[src/rtl/ad5328_ch_sequencer_if.sv]
`default_nettype none
// ============================================================================
// Module   : ad5328_ch_sequencer_if
// Purpose  : Single-word write handshake between the sequencer and the
//            AD5328 serial core.
// Revision : 1.0  initial release
// ============================================================================
interface ad5328_ch_sequencer_if;
    logic        dac_wr_req;
    logic [15:0] dac_wr_data;
    logic        dac_ready;

    modport master (
        output dac_wr_req,
        output dac_wr_data,
        input  dac_ready
    );

    modport slave (
        input  dac_wr_req,
        input  dac_wr_data,
        output dac_ready
    );
endinterface
`default_nettype wire

[src/rtl/ad5328_ch_sequencer.sv]
`default_nettype none
// ============================================================================
// Module   : ad5328_ch_sequencer
// Purpose  : Shadows eight AD5328 channel codes, sends two init words after
//            reset, then streams host-modified channels round-robin.
// Revision : 1.0  initial release
// ============================================================================
module ad5328_ch_sequencer #(
    parameter logic [15:0] INIT_WORD0 = 16'h8000,
    parameter logic [15:0] INIT_WORD1 = 16'hA000,
    parameter int unsigned TIMEOUT    = 255
) (
    input  logic                  clk,
    input  logic                  rst,
    input  logic                  cfg_we_i,
    input  logic [2:0]            cfg_ch_i,
    input  logic [11:0]           cfg_val_i,
    ad5328_ch_sequencer_if.master dac,
    output logic                  init_done_o,
    output logic                  busy_o,
    output logic                  err_o
);

    localparam int unsigned      CNT_W    = $clog2(TIMEOUT + 2);
    localparam logic [CNT_W-1:0] CNT_LAST = CNT_W'(TIMEOUT);

    typedef enum logic [2:0] {
        S_RST_WAIT  = 3'd0,
        S_INIT0     = 3'd1,
        S_INIT1     = 3'd2,
        S_SCAN      = 3'd3,
        S_ISSUE     = 3'd4,
        S_WAIT_BUSY = 3'd5,
        S_WAIT_DONE = 3'd6
    } state_t;

    state_t              state_q, state_d;
    state_t              ret_q, ret_d;
    logic                chan_q, chan_d;
    logic [2:0]          ptr_q, ptr_d;
    logic [2:0]          last_q, last_d;
    logic [CNT_W-1:0]    cnt_q, cnt_d;
    logic [7:0]          dirty_q, dirty_d;
    logic [7:0][11:0]    shadow_q;
    logic                req_q, req_d;
    logic [15:0]         data_q, data_d;
    logic                init_done_q, init_done_d;
    logic                busy_q, busy_d;
    logic                err_q, err_d;

    logic                pick_found;
    logic [2:0]          pick_ch;
    logic [11:0]         pick_val;
    logic [7:0]          clr_mask;
    logic [7:0]          set_mask;
    logic [7:0]          we_mask;

    // Round-robin search: first dirty channel strictly after the last one serviced.
    always_comb begin
        pick_found = 1'b0;
        pick_ch    = 3'd0;
        for (int i = 1; i <= 8; i++) begin
            if (!pick_found && dirty_q[last_q + 3'(i)]) begin
                pick_found = 1'b1;
                pick_ch    = last_q + 3'(i);
            end
        end
    end

    // A host write landing in the decision cycle is forwarded so the word
    // carries the newest code; the dirty clear in ISSUE would otherwise drop it.
    assign pick_val = (cfg_we_i && (cfg_ch_i == pick_ch)) ? cfg_val_i : shadow_q[pick_ch];
    assign we_mask  = cfg_we_i ? (8'd1 << cfg_ch_i) : 8'd0;

    always_comb begin
        state_d     = state_q;
        ret_d       = ret_q;
        chan_d      = chan_q;
        ptr_d       = ptr_q;
        last_d      = last_q;
        cnt_d       = cnt_q;
        data_d      = data_q;
        init_done_d = init_done_q;
        err_d       = err_q;
        req_d       = 1'b0;
        clr_mask    = 8'd0;
        set_mask    = 8'd0;

        case (state_q)
            S_RST_WAIT: begin
                if (dac.dac_ready) begin
                    state_d = S_INIT0;
                end
            end
            S_INIT0: begin
                data_d  = INIT_WORD0;
                chan_d  = 1'b0;
                ret_d   = S_INIT1;
                req_d   = 1'b1;
                state_d = S_ISSUE;
            end
            S_INIT1: begin
                data_d  = INIT_WORD1;
                chan_d  = 1'b0;
                ret_d   = S_SCAN;
                req_d   = 1'b1;
                state_d = S_ISSUE;
            end
            S_SCAN: begin
                if (pick_found) begin
                    ptr_d   = pick_ch;
                    data_d  = {1'b0, pick_ch, pick_val};
                    chan_d  = 1'b1;
                    ret_d   = S_SCAN;
                    req_d   = 1'b1;
                    state_d = S_ISSUE;
                end
            end
            S_ISSUE: begin
                if (chan_q) begin
                    clr_mask[ptr_q] = 1'b1;
                    last_d          = ptr_q;
                end
                cnt_d   = '0;
                state_d = S_WAIT_BUSY;
            end
            S_WAIT_BUSY: begin
                // cnt_q == 0 is the guard cycle right after ISSUE; ready is not sampled.
                if ((cnt_q != '0) && !dac.dac_ready) begin
                    state_d = S_WAIT_DONE;
                end else if (cnt_q == CNT_LAST) begin
                    err_d = 1'b1;
                    if (chan_q) begin
                        set_mask[ptr_q] = 1'b1;
                    end
                    state_d = ret_q;
                end else begin
                    cnt_d = cnt_q + CNT_W'(1);
                end
            end
            S_WAIT_DONE: begin
                if (dac.dac_ready) begin
                    state_d = ret_q;
                    if (!chan_q && (ret_q == S_SCAN)) begin
                        init_done_d = 1'b1;
                    end
                end
            end
            default: begin
                state_d = S_RST_WAIT;
            end
        endcase

        // Host set wins over a same-cycle clear.
        dirty_d = (dirty_q & ~clr_mask) | set_mask | we_mask;
        busy_d  = (dirty_d != 8'd0) || (state_d != S_SCAN);
    end

    always_ff @(posedge clk) begin
        if (rst) begin
            state_q     <= S_RST_WAIT;
            ret_q       <= S_INIT1;
            chan_q      <= 1'b0;
            ptr_q       <= 3'd0;
            last_q      <= 3'd7;
            cnt_q       <= '0;
            dirty_q     <= 8'd0;
            shadow_q    <= '0;
            req_q       <= 1'b0;
            data_q      <= 16'h0000;
            init_done_q <= 1'b0;
            busy_q      <= 1'b1;
            err_q       <= 1'b0;
        end else begin
            state_q     <= state_d;
            ret_q       <= ret_d;
            chan_q      <= chan_d;
            ptr_q       <= ptr_d;
            last_q      <= last_d;
            cnt_q       <= cnt_d;
            dirty_q     <= dirty_d;
            req_q       <= req_d;
            data_q      <= data_d;
            init_done_q <= init_done_d;
            busy_q      <= busy_d;
            err_q       <= err_d;
            if (cfg_we_i) begin
                shadow_q[cfg_ch_i] <= cfg_val_i;
            end
        end
    end

    assign dac.dac_wr_req  = req_q;
    assign dac.dac_wr_data = data_q;
    assign init_done_o     = init_done_q;
    assign busy_o          = busy_q;
    assign err_o           = err_q;

endmodule
`default_nettype wire

[src/flat_wrapper.sv]
// flat-port wrapper written by rule: the top's interface ports become plain ports
module ad5328_ch_sequencer_flat 
#(
    parameter logic [15:0] INIT_WORD0 = 16'h8000,
    parameter logic [15:0] INIT_WORD1 = 16'hA000,
    parameter int unsigned TIMEOUT    = 255
)
  (clk, rst, cfg_we_i, cfg_ch_i, cfg_val_i, init_done_o, busy_o, err_o, dac_dac_wr_req, dac_dac_wr_data, dac_dac_ready);
  ad5328_ch_sequencer_if dac_i ();
  input  logic clk;
  input  logic rst;
  input  logic cfg_we_i;
  input  logic [2:0] cfg_ch_i;
  input  logic [11:0] cfg_val_i;
  output logic init_done_o;
  output logic busy_o;
  output logic err_o;
  output wire logic [$bits(dac_i.dac_wr_req)-1:0] dac_dac_wr_req;
  output wire logic [$bits(dac_i.dac_wr_data)-1:0] dac_dac_wr_data;
  input wire logic [$bits(dac_i.dac_ready)-1:0] dac_dac_ready;
  assign dac_dac_wr_req = dac_i.dac_wr_req;
  assign dac_dac_wr_data = dac_i.dac_wr_data;
  assign dac_i.dac_ready = dac_dac_ready;
  ad5328_ch_sequencer #(.INIT_WORD0(INIT_WORD0), .INIT_WORD1(INIT_WORD1), .TIMEOUT(TIMEOUT)) u_core (.clk(clk), .rst(rst), .cfg_we_i(cfg_we_i), .cfg_ch_i(cfg_ch_i), .cfg_val_i(cfg_val_i), .dac(dac_i), .init_done_o(init_done_o), .busy_o(busy_o), .err_o(err_o));
endmodule
[config.mk]
export PLATFORM = sky130hd
export DESIGN_NAME = ad5328_ch_sequencer_flat
export DESIGN_NICKNAME = d
export VERILOG_FILES = /design/src/rtl/ad5328_ch_sequencer_if.sv /design/src/rtl/ad5328_ch_sequencer.sv /design/src/flat_wrapper.sv
export SDC_FILE = /design/constraint.sdc
export NUM_CORES = 1
export LEC_CHECK = 0
export BUFFER_PORTS_ARGS = -buffer_cell sky130_fd_sc_hd__clkbuf_2
export CAP_MARGIN = 0
export CELL_PAD_IN_SITES_DETAIL_PLACEMENT = 0
export CELL_PAD_IN_SITES_GLOBAL_PLACEMENT = 1
export CORE_ASPECT_RATIO = 1.1
export CORE_UTILIZATION = 42
export DETAILED_ROUTE_END_ITERATION = 8
export GPL_TIMING_DRIVEN = 0
export PLACE_DENSITY_LB_ADDON = 0.1
export REMOVE_ABC_BUFFERS = 1
export SETUP_SLACK_MARGIN = 0.2
export SLEW_MARGIN = 20
export SYNTH_ARGS = -nofsm -noshare
export SYNTH_HDL_FRONTEND = slang
export SYNTH_SLANG_ARGS = --single-unit
[constraint.sdc]
create_clock -name clk -period 4.04 [get_ports clk]
set_clock_uncertainty 0.15 [all_clocks]
set_input_delay 0.202 -clock clk [delete_from_list [all_inputs] [get_ports clk]]
set_output_delay 0.202 -clock clk [all_outputs]
set_load 0.02 [all_outputs]
# == Yosys cells after proc, flatten, opt, wreduce, memory -nomap -nowiden ==
# Index checks and enable logic that the tools add are counted.
# Widths: inputs -> output; s select.
# op_classes
add_sub_neg,8
multipliers,0
n_div,0
n_lt_le_gt_ge,13
n_eq_ne,13
shifts,1
mux,63
n_bitwise,5
n_reduce_logical,36
# op_table
op,n
$bwmux 96,1
$mux 8,6
$pmux 16 s3,1
$lt 3x4->1 const B,11
$mux 3,14
$bmux 12 s3,1
$demux 12 s3,1
$mux 12,3
$bmux 1 s3,8
$mux 1,19
$mux 9,2
$pmux 3 s6,1
$pmux 9 s2,1
$mux 16,1
$or 8x8->8,2
$add 3x3->3 const B,4
$logic_and 1x1->1,12
$add 9x1->9 const B,1
$eq 3x2->1 const B,3
$eq 3x3->1 const B,3
$eq 9x8->1 const B,1
$logic_not 1->1,9
$pmux 3 s3,1
$reduce_and 3->1,3
22 further kinds,30
# totals
register_bits,146
latchBits,0
ramBits,0
rom_bits,0
in_bits,19
output_inout_bits,20
mem_count,0

# == Logic depth before layout (Yosys ltp) ==
# Gate-level depths: netlist (run 1).
# depth
depth_word,30
ltp_mapped,18

# == Worst setup path before layout (run 1) ==
# OpenSTA, ideal clock, no wires.
# synth_path
path_kind,reg-to-reg
from,register u_core.last_q[1]
to,register u_core.data_q[2] (netlist: u_core.dac.dac_wr_data[2])
setup_time_ns,0.122
t_arrival_ns,3.720
t_required_ns,3.768
slack_ns,0.048
stages_incl_launch_ff,18
path_buffers,6
synth_period_minus_slack_ns,3.992
cell_sequence,dfxtp_1 > buf_6 > buf_2 > inv_1 > ha_1 > buf_6 > mux2_2 > mux2_2 > o221a_4 > nor4_4 > o211ai_1 > o31a_1 > buf_6 > buf_6 > buf_6 > a211oi_2 > a211oi_1 > a221o_1
# synth_between
elab_chain_len,30
# synth_rtl
item,line,source
start: declaration,ad5328_ch_sequencer.sv:41,"logic [2:0] last_q, last_d;"
start signal: assignment,ad5328_ch_sequencer.sv:179,last_q <= last_d;
$add 3x1->3,"ad5328_ch_sequencer.sv:63, ad5328_ch_sequencer.sv:65",
$bmux 1 s3,ad5328_ch_sequencer.sv:63,if (!pick_found && dirty_q[last_q + 3'(i)]) begin
$mux 1 (not written as such),ad5328_ch_sequencer.sv:63,
$mux 1,ad5328_ch_sequencer.sv:63,
$logic_not 1->1,ad5328_ch_sequencer.sv:63,
$logic_and 1x1->1,ad5328_ch_sequencer.sv:63,
$mux 1,ad5328_ch_sequencer.sv:63,
$logic_not 1->1,ad5328_ch_sequencer.sv:63,
(+14 left out),--,
$logic_not 1->1,ad5328_ch_sequencer.sv:63,
$logic_and 1x1->1,ad5328_ch_sequencer.sv:63,
$mux 3,ad5328_ch_sequencer.sv:63,
$bmux 12 s3 / $eq 3x3->1 (equally long branches),ad5328_ch_sequencer.sv:72,assign pick_val = (cfg_we_i && (cfg_ch_i == pick_ch)) ? cfg_val_i : shadow_q[pick_ch];
$mux 12 (not written as such) / $logic_and 1x1->1 (equally long branches),ad5328_ch_sequencer.sv:72,
$mux 12,ad5328_ch_sequencer.sv:72,
$mux 16,ad5328_ch_sequencer.sv:110,if (pick_found) begin
$pmux 16 s3,ad5328_ch_sequencer.sv:89,case (state_q)
end signal: assignment,ad5328_ch_sequencer.sv:183,data_q <= data_d;
end: declaration,ad5328_ch_sequencer.sv:46,"logic [15:0] data_q, data_d;"
# Parallel ways exist; a longest one is shown, timed or not. The select of a mux whose other input is x is not followed.
# A chain may end at the register's enable or synchronous reset.

# == Worst setup path after layout (run 1) ==
# layout_path
from,register u_core.last_q[0]
to,register u_core.data_q[5] (netlist: u_core.dac.dac_wr_data[5])
# The elaborated chain is that of the path after synthesis.

==> impl_metrics.tcl, run 1 <==
set metrics [dict create \
    core.rowCount 50 \
    ir_drop_v 0.000307 \
    finalSetupViolations 0 \
    clock_path_buffers 2 \
    core_area_um2 17300 \
    cp_max_fo 15 \
    crit_path_max_incr_delay_ns 0.51 \
    setup_ws_ns 0.161 \
    cts_max_level 4 \
    rsz0062_at_grt "yes" \
    async_reset_ff_share_pct 0 \
    dieArea_um2 18400 \
    slew_viol_final 0 \
    worst_pin_slew_ns 0.908 \
    critPathSlowestCell "mux4_2" \
    max_freq_mhz 258 \
    seqPwrFrac_pct 41.4 \
    r2r_cells 16 \
    clock-sinks 144 \
    syn_avg_cell_area_um2 8.17 \
    ys_seq_elements 144 \
    startpoint_type "register" \
    intPower_mw 2.56 \
    synthFlopType "dfxtp_1" \
    ys_seq_area_share_pct 38.4 \
    fillers 1645 \
    hp-class "in -> reg" \
    initial_core_util_pct 43.5 \
    fin_setup_tns_ns 0 \
    wire_per_inst_um 18.6 \
    muxShareOfSynthArea_pct 12.3 \
    netlist_instances 919 \
    synth_edf_count 0 \
    drive_gt1_share_pct 19.5 \
    reg2reg_slack_ns 0.16 \
    leakage_nw 3.27 \
    cts_buffers 17 \
    die_w_um 129 \
    power_frac_comb_pct 14.4 \
    wl_mm 22.4 \
    synth-simple-area-share_pct 21.8 \
    ant_nets 0 \
    remaining_drc_errors 0 \
    final-hold-violation-count 0 \
    synthAdderAreaFrac_pct 0.833 \
    critical_path_class "reg -> reg" \
    min_period_ns 3.88 \
    overflow 0 \
    synth_compound_area_share_pct 19.4 \
    die_y_um 142 \
    crit_path_start "u_core.last_q[0]" \
    synthToLayoutAreaGrowth_pct 20.9 \
    slew_headroom_pct 39.4 \
    num-nets-final 980 \
    powerDensity_nw_per_um2 392 \
    clock_latency_ns 0.43 \
    crit_path_end "u_core.dac.dac_wr_data[5]" \
    worstPathRequired_ns 4.20 \
    cts_tree "built" \
    numPortBuffers 38 \
    dp_hpwl_mm 13.6 \
    critical_path_arrival_ns 4.04 \
    crit_cells 16 \
    antenna_found_initial 0 \
    first_pass_iters 7 \
    reg2reg_from "u_core.last_q[0]" \
    grt_pass1_wl_mm 34.8 \
    synth_top_family_by_area "simple AND/OR/NAND/NOR gates" \
    grt.total_usage_pct 25.1 \
    grt_pass1_vias 6494 \
    io_pins 39 \
    sw_frac_of_total_pct 28.2 \
    drv_cap 0 \
    diodes 0 \
    clk_pin_slew_ns 0.06 \
    path_cells "inv_8 > ha_4 > buf_6 > mux2_4 > mux4_2 > nor2_1 > a21oi_1 > o221a_1 > o31a_4 > buf_8 > buf_4 > buf_16 > mux2i_1 > a22o_1 > a211oi_2 > a221o_1" \
    gp_congestion 0.790 \
    p_clk_share_pct 44.2 \
    synthXorXnorAreaFrac_pct 1.60 \
    crit_buf_inv 5 \
    status "finished clean" \
    cp_top_family "compound AO/OA/AOI/OAI gates" \
    vias_per_cell 5.66 \
    synth_cell_types 63 \
    post-route-period-util_pct 96.0 \
    place_ws_ns -2.11 \
    ctsRootBufferMaster "clkbuf_16" \
    synth_warnings 0 \
    critPathCaptureType "register" \
    num_vias 6813 \
    netlist_area_um2 7510 \
    p_switching_mw 1.01 \
    grt_start_max_net_pins 68 \
    regToRegEndpoint "u_core.dac.dac_wr_data[5]" \
    drt_iter0_drc 471 \
]
## Yosys cell counts (6+ instances only)
cell type	n	area (µm²)
a211oi_1	14	105
a211oi_2	11	138
a21oi_1	113	566
a221o_1	13	130
a221oi_1	10	87.6
a22o_1	12	105
and2_1	17	106
buf_2	9	45.0
buf_6	7	78.8
clkbuf_1	57	214
dfxtp_1	144	2880
inv_1	11	41.3
mux2_2	11	124
mux2i_1	52	521
mux4_2	11	248
nand2_1	235	882
nand2b_1	11	68.8
nand3_1	12	60.1
nand4_1	6	37.5
nor2_1	54	203
nor2b_1	21	131
nor3_1	8	40.0
o21ai_0	12	60.1
## stage by stage
stage                     power, mW  std cells  instance area (µm²)  hold slack (ns)  util [%]
after global placement         1.90       1112                 7610            0.287      44.1
after floorplan                1.76        840                 7130            0.121         -
final                          3.56       1203                 9080           0.0581      52.6
after CTS                      3.56       1195                 8950           0.0422      51.8
after global routing           3.68       1203                 9080            0.108      52.6
after detailed placement       1.93       1118                 7790            0.293      45.1
## worst min-delay path by stage
stage,startpoint,to,slack (ns),depth (start not counted)
2_1_floorplan,rst,u_core.chan_q,0.12,1
3_3_place_gp,u_core.shadow_q[9],u_core.shadow_q[9],0.29,2
3_5_place_dp,u_core.shadow_q[4],u_core.shadow_q[4],0.29,2
4_1_cts,dac_dac_ready,u_core.init_done_o,0.04,5
5_1_grt,dac_dac_ready,u_core.init_done_o,0.11,5
6_report,dac_dac_ready,u_core.init_done_o,0.06,5
## registers in the layout, indices dropped and copies added (netlist names), 3 cells and up
signal,cells
u_core.state_q,3
u_core.cnt_q,9
u_core.last_q,3
u_core.dirty_q,8
u_core.ptr_q,3
u_core.shadow_q,96
u_core.dac.dac_wr_data,16
## per-layer routing
metal	wire [µm]	global-route usage [%]	part of all wire, %
met1	9880	31.3	44
met5	0	0	0
met2	10800	42.6	48
met3	1070	4.25	4.8
met4	672	10.5	3.0
## power groups by stage
stage | registers (mW) | logic [mW] | clock network [mW]
after CTS | 1.47 | 0.488 | 1.60
after floorplan | 1.50 | 0.256 | 0
after global routing | 1.48 | 0.551 | 1.65
final | 1.47 | 0.514 | 1.57
after detailed placement | 1.51 | 0.424 | 0
after global placement | 1.51 | 0.396 | 0
## layout make-up
type / count / area [µm²] / area share [%]
clock inverters: 15 / 168 / 1.85
multi-input cells: 684 / 4370 / 48.1
clock buffers: 17 / 425 / 4.69
well taps: 234 / 293 / 3.23
flip-flops and latches: 144 / 2890 / 31.9
inverters: 12 / 52.6 / 0.579
repair buffers: 97 / 880 / 9.69
## worst register-to-register path, delay by kind of cell (launching register included)
| family | cells | cell delay, ns |
|---|---|---|
| simple gates | 1 | 0.11 |
| flops | 1 | 0.40 |
| mux | 3 | 0.98 |
| compound gates | 6 | 1.21 |
| fa+ha+maj | 1 | 0.29 |
| buf+inv | 5 | 0.64 |
## placed cells by master (no fill, tap or decap), drive strengths merged, types with 21 or more instances in the layout
| cell type | Yosys | layout |
|---|---|---|
| nand2 | 235 | 235 |
| dfxtp | 144 | 144 |
| a21oi | 113 | 113 |
| clkbuf | 57 | 56 |
| nor2 | 54 | 54 |
| mux2i | 52 | 52 |
| buf | 22 | 45 |
| a211oi | 25 | 25 |
| inv | 12 | 22 |
| nor2b | 21 | 21 |
## logic make-up after synthesis
family,count (synthesis)
AO/OA/AOI/OAI,215
XOR/XNOR,12
adder cells (fa/ha/maj),5
buffers and inverters,91
flip-flops,144
multiplexers,77
AND/OR/NAND/NOR,375
## timing repair
action / 4_1_cts / 5_1_grt
endpoints found under the setup margin: 26 / 12
cloned: 1 / 1
hold endpoints to repair: 96 / 0
resized for setup: 30 / 13
hold buffers: 12 / 0
setup buffers: 32 / 7
pin swaps: 12 / 11
(Power assumes the default switching activity.)
==> run 2: changes to the inputs <==
--- a/config.mk
+++ b/config.mk
@@ -11,11 +11,14 @@
 export CELL_PAD_IN_SITES_GLOBAL_PLACEMENT = 1
 export CORE_ASPECT_RATIO = 1.1
 export CORE_UTILIZATION = 42
+export CTS_CLUSTER_SIZE = 28
 export DETAILED_ROUTE_END_ITERATION = 8
 export GPL_TIMING_DRIVEN = 0
 export PLACE_DENSITY_LB_ADDON = 0.1
+export RECOVER_POWER = 25
 export REMOVE_ABC_BUFFERS = 1
 export SETUP_SLACK_MARGIN = 0.2
+export SKIP_CTS_REPAIR_TIMING = 1
 export SLEW_MARGIN = 20
 export SYNTH_ARGS = -nofsm -noshare
 export SYNTH_HDL_FRONTEND = slang
==> run 2 against run 1 <==
Net effect: global-route usage is 1.2 points lower; setup slack got worse by 0.076 ns; via count decreased by 0.65%; utilization down 0.70 points; clock-buffer cell count unchanged; sequential power about the same; non-clock buffer count shrank 6; the flow now finishes with violations (hold timing); first-iteration DRC count grew 21%; register-to-register slack worse by 0.08 ns; power decreased by 0.72%; die area did not move; largest cell class unchanged.
==> impl_metrics.tcl, run 2 (synthesized netlist as in run 1, its figures left out) <==
set metrics [dict create \
    cts_max_level 4 \
    final-hold-violation-count 15 \
    intPower_mw 2.54 \
    numPortBuffers 38 \
    clock_path_buffers 2 \
    status "complete, but fails checks" \
    grt.total_usage_pct 23.9 \
    critical_path_arrival_ns 4.17 \
    grt_start_max_net_pins 68 \
    diodes 0 \
    grt_pass1_vias 6206 \
    fin_setup_tns_ns 0 \
    ctsRootBufferMaster "clkbuf_16" \
    p_switching_mw 0.996 \
    startpoint_type "register" \
    die_w_um 129 \
    slew_headroom_pct 11.1 \
    min_period_ns 3.95 \
    remaining_drc_errors 0 \
    violations "hold timing" \
    regMostFlops "u_core.shadow_q" \
    crit_buf_inv 4 \
    die_y_um 142 \
    antenna_found_initial 0 \
    wl_met2_mm 10.8 \
    powerDensity_nw_per_um2 395 \
    power_mw 3.54 \
    drv_cap 0 \
    reg2reg_slack_ns 0.09 \
    drt_iter0_drc 571 \
    critPathSlowestCell "mux4_2" \
    critical_path_class "reg -> reg" \
    ir_drop_v 0.000298 \
    worst_pin_slew_ns 1.33 \
    cts_tree "built" \
    gp_congestion 0.790 \
    worstPathRequired_ns 4.26 \
    max_freq_mhz 253 \
    stdcell_count 1197 \
    initial_core_util_pct 43.5 \
    dieArea_um2 18400 \
    grt_pass1_wl_mm 33.3 \
    mostFrequentLayoutCell "nand2_1" \
    rsz0062_at_grt "yes" \
    core_area_um2 17300 \
    cts_buffers 17 \
    slew_viol_final 0 \
    finalSetupViolations 0 \
    clock_latency_ns 0.43 \
    p_clk_share_pct 44.4 \
    wl_met1_mm 9.99 \
    crit_path_max_incr_delay_ns 0.52 \
    cp_top_family "multiplexers" \
    ant_nets 0 \
    io_pins 39 \
    clk_pin_slew_ns 0.07 \
    place_ws_ns -2.11 \
    wl_met3_um 932 \
    dp_hpwl_mm 13.6 \
    final_cell_area_um2 8960 \
    cp_max_fo 6 \
    dr.max_layer_used "met4" \
    setup_ws_ns 0.0853 \
    hp-class "in -> reg" \
    seqPwrFrac_pct 41.7 \
    wl_mm 22.2 \
    sw_frac_of_total_pct 28.2 \
    critPathCaptureType "register" \
    first_pass_iters 5 \
    dp.cells 1118 \
    num_vias 6769 \
    vias_per_cell 5.65 \
    synthToLayoutAreaGrowth_pct 19.3 \
    power_frac_comb_pct 13.9 \
    largest_register_ffs 96 \
    leakage_nw 3.16 \
    overflow 0 \
    post-route-period-util_pct 97.9 \
    layout_common_cells "234 x nand2_1, 141 x dfxtp_1, 113 x a21oi_1" \
    clock-sinks 144 \
    drive_gt1_share_pct 16.6 \
    wire_per_inst_um 18.6 \
    path_cells "inv_8 > ha_4 > buf_6 > mux2_4 > mux4_2 > nor2_1 > a21oi_1 > o221a_1 > o31a_4 > buf_16 > xnor2_4 > nand2_2 > nor4b_4 > clkbuf_16 > a221o_1" \
    core.rowCount 50 \
    hold_slack_ns -0.0211 \
    dpl-instance-area_um2 7790 \
    num-nets-final 974 \
]
==> run 2: layout make-up <==
cell class	instances	area [µm²]
Timing Repair Buffer	91	790
Fill cell	1645	8310
Inverter	12	52.6
Clock buffer	17	425
Clock inverter	15	168
Sequential cell	144	2890
Multi-Input combinational cell	684	4340
Tap cell	234	293
==> run 2: worst reg2reg max path: stages, from the launching register on <==
cell and delay [ns]:
dfxtp_4 0.41, inv_8 0.06, ha_4 0.32, buf_6 0.15, mux2_4 0.30, mux4_2 0.52
nor2_1 0.12, a21oi_1 0.05, o221a_1 0.23, o31a_4 0.32, buf_16 0.15, xnor2_4 0.17
nand2_2 0.09, nor4b_4 0.46, clkbuf_16 0.26, a221o_1 0.15
==> run 2: metrics by stage <==
stage               hold slack [ns]  utilization [%]
floorplan                     0.121                -
CTS                         -0.0501             48.6
global route                0.00219             51.9
finish                      -0.0211             51.9
global placement              0.287             44.1
detailed placement            0.293             45.1
==> run 2: power groups by stage <==
stage | logic, mW | clock network (mW) | registers, mW
global placement | 0.396 | 0 | 1.51
CTS | 0.424 | 1.60 | 1.47
floorplan | 0.256 | 0 | 1.50
detailed placement | 0.424 | 0 | 1.51
global route | 0.528 | 1.65 | 1.48
finish | 0.492 | 1.57 | 1.47
==> run 2: routing by layer <==
layer / up-vias / track usage, %
li1: 3269 / -
met1: 3282 / 29.9
met2: 181 / 40.9
met3: 37 / 4.06
met4: 0 / 9.18
met5: - / 0
==> run 2: final timing paths <==
kind | start | cells after the start | endpoint
setup / recovery | u_core.last_q[0] | 15 | u_core.dac.dac_wr_data[7]
hold / removal | cfg_val_i[5] | 3 | u_core.shadow_q[65]
setup reg to reg | u_core.last_q[0] | 15 | u_core.dac.dac_wr_data[7]
hold reg to reg | u_core.shadow_q[4] | 2 | u_core.shadow_q[4]
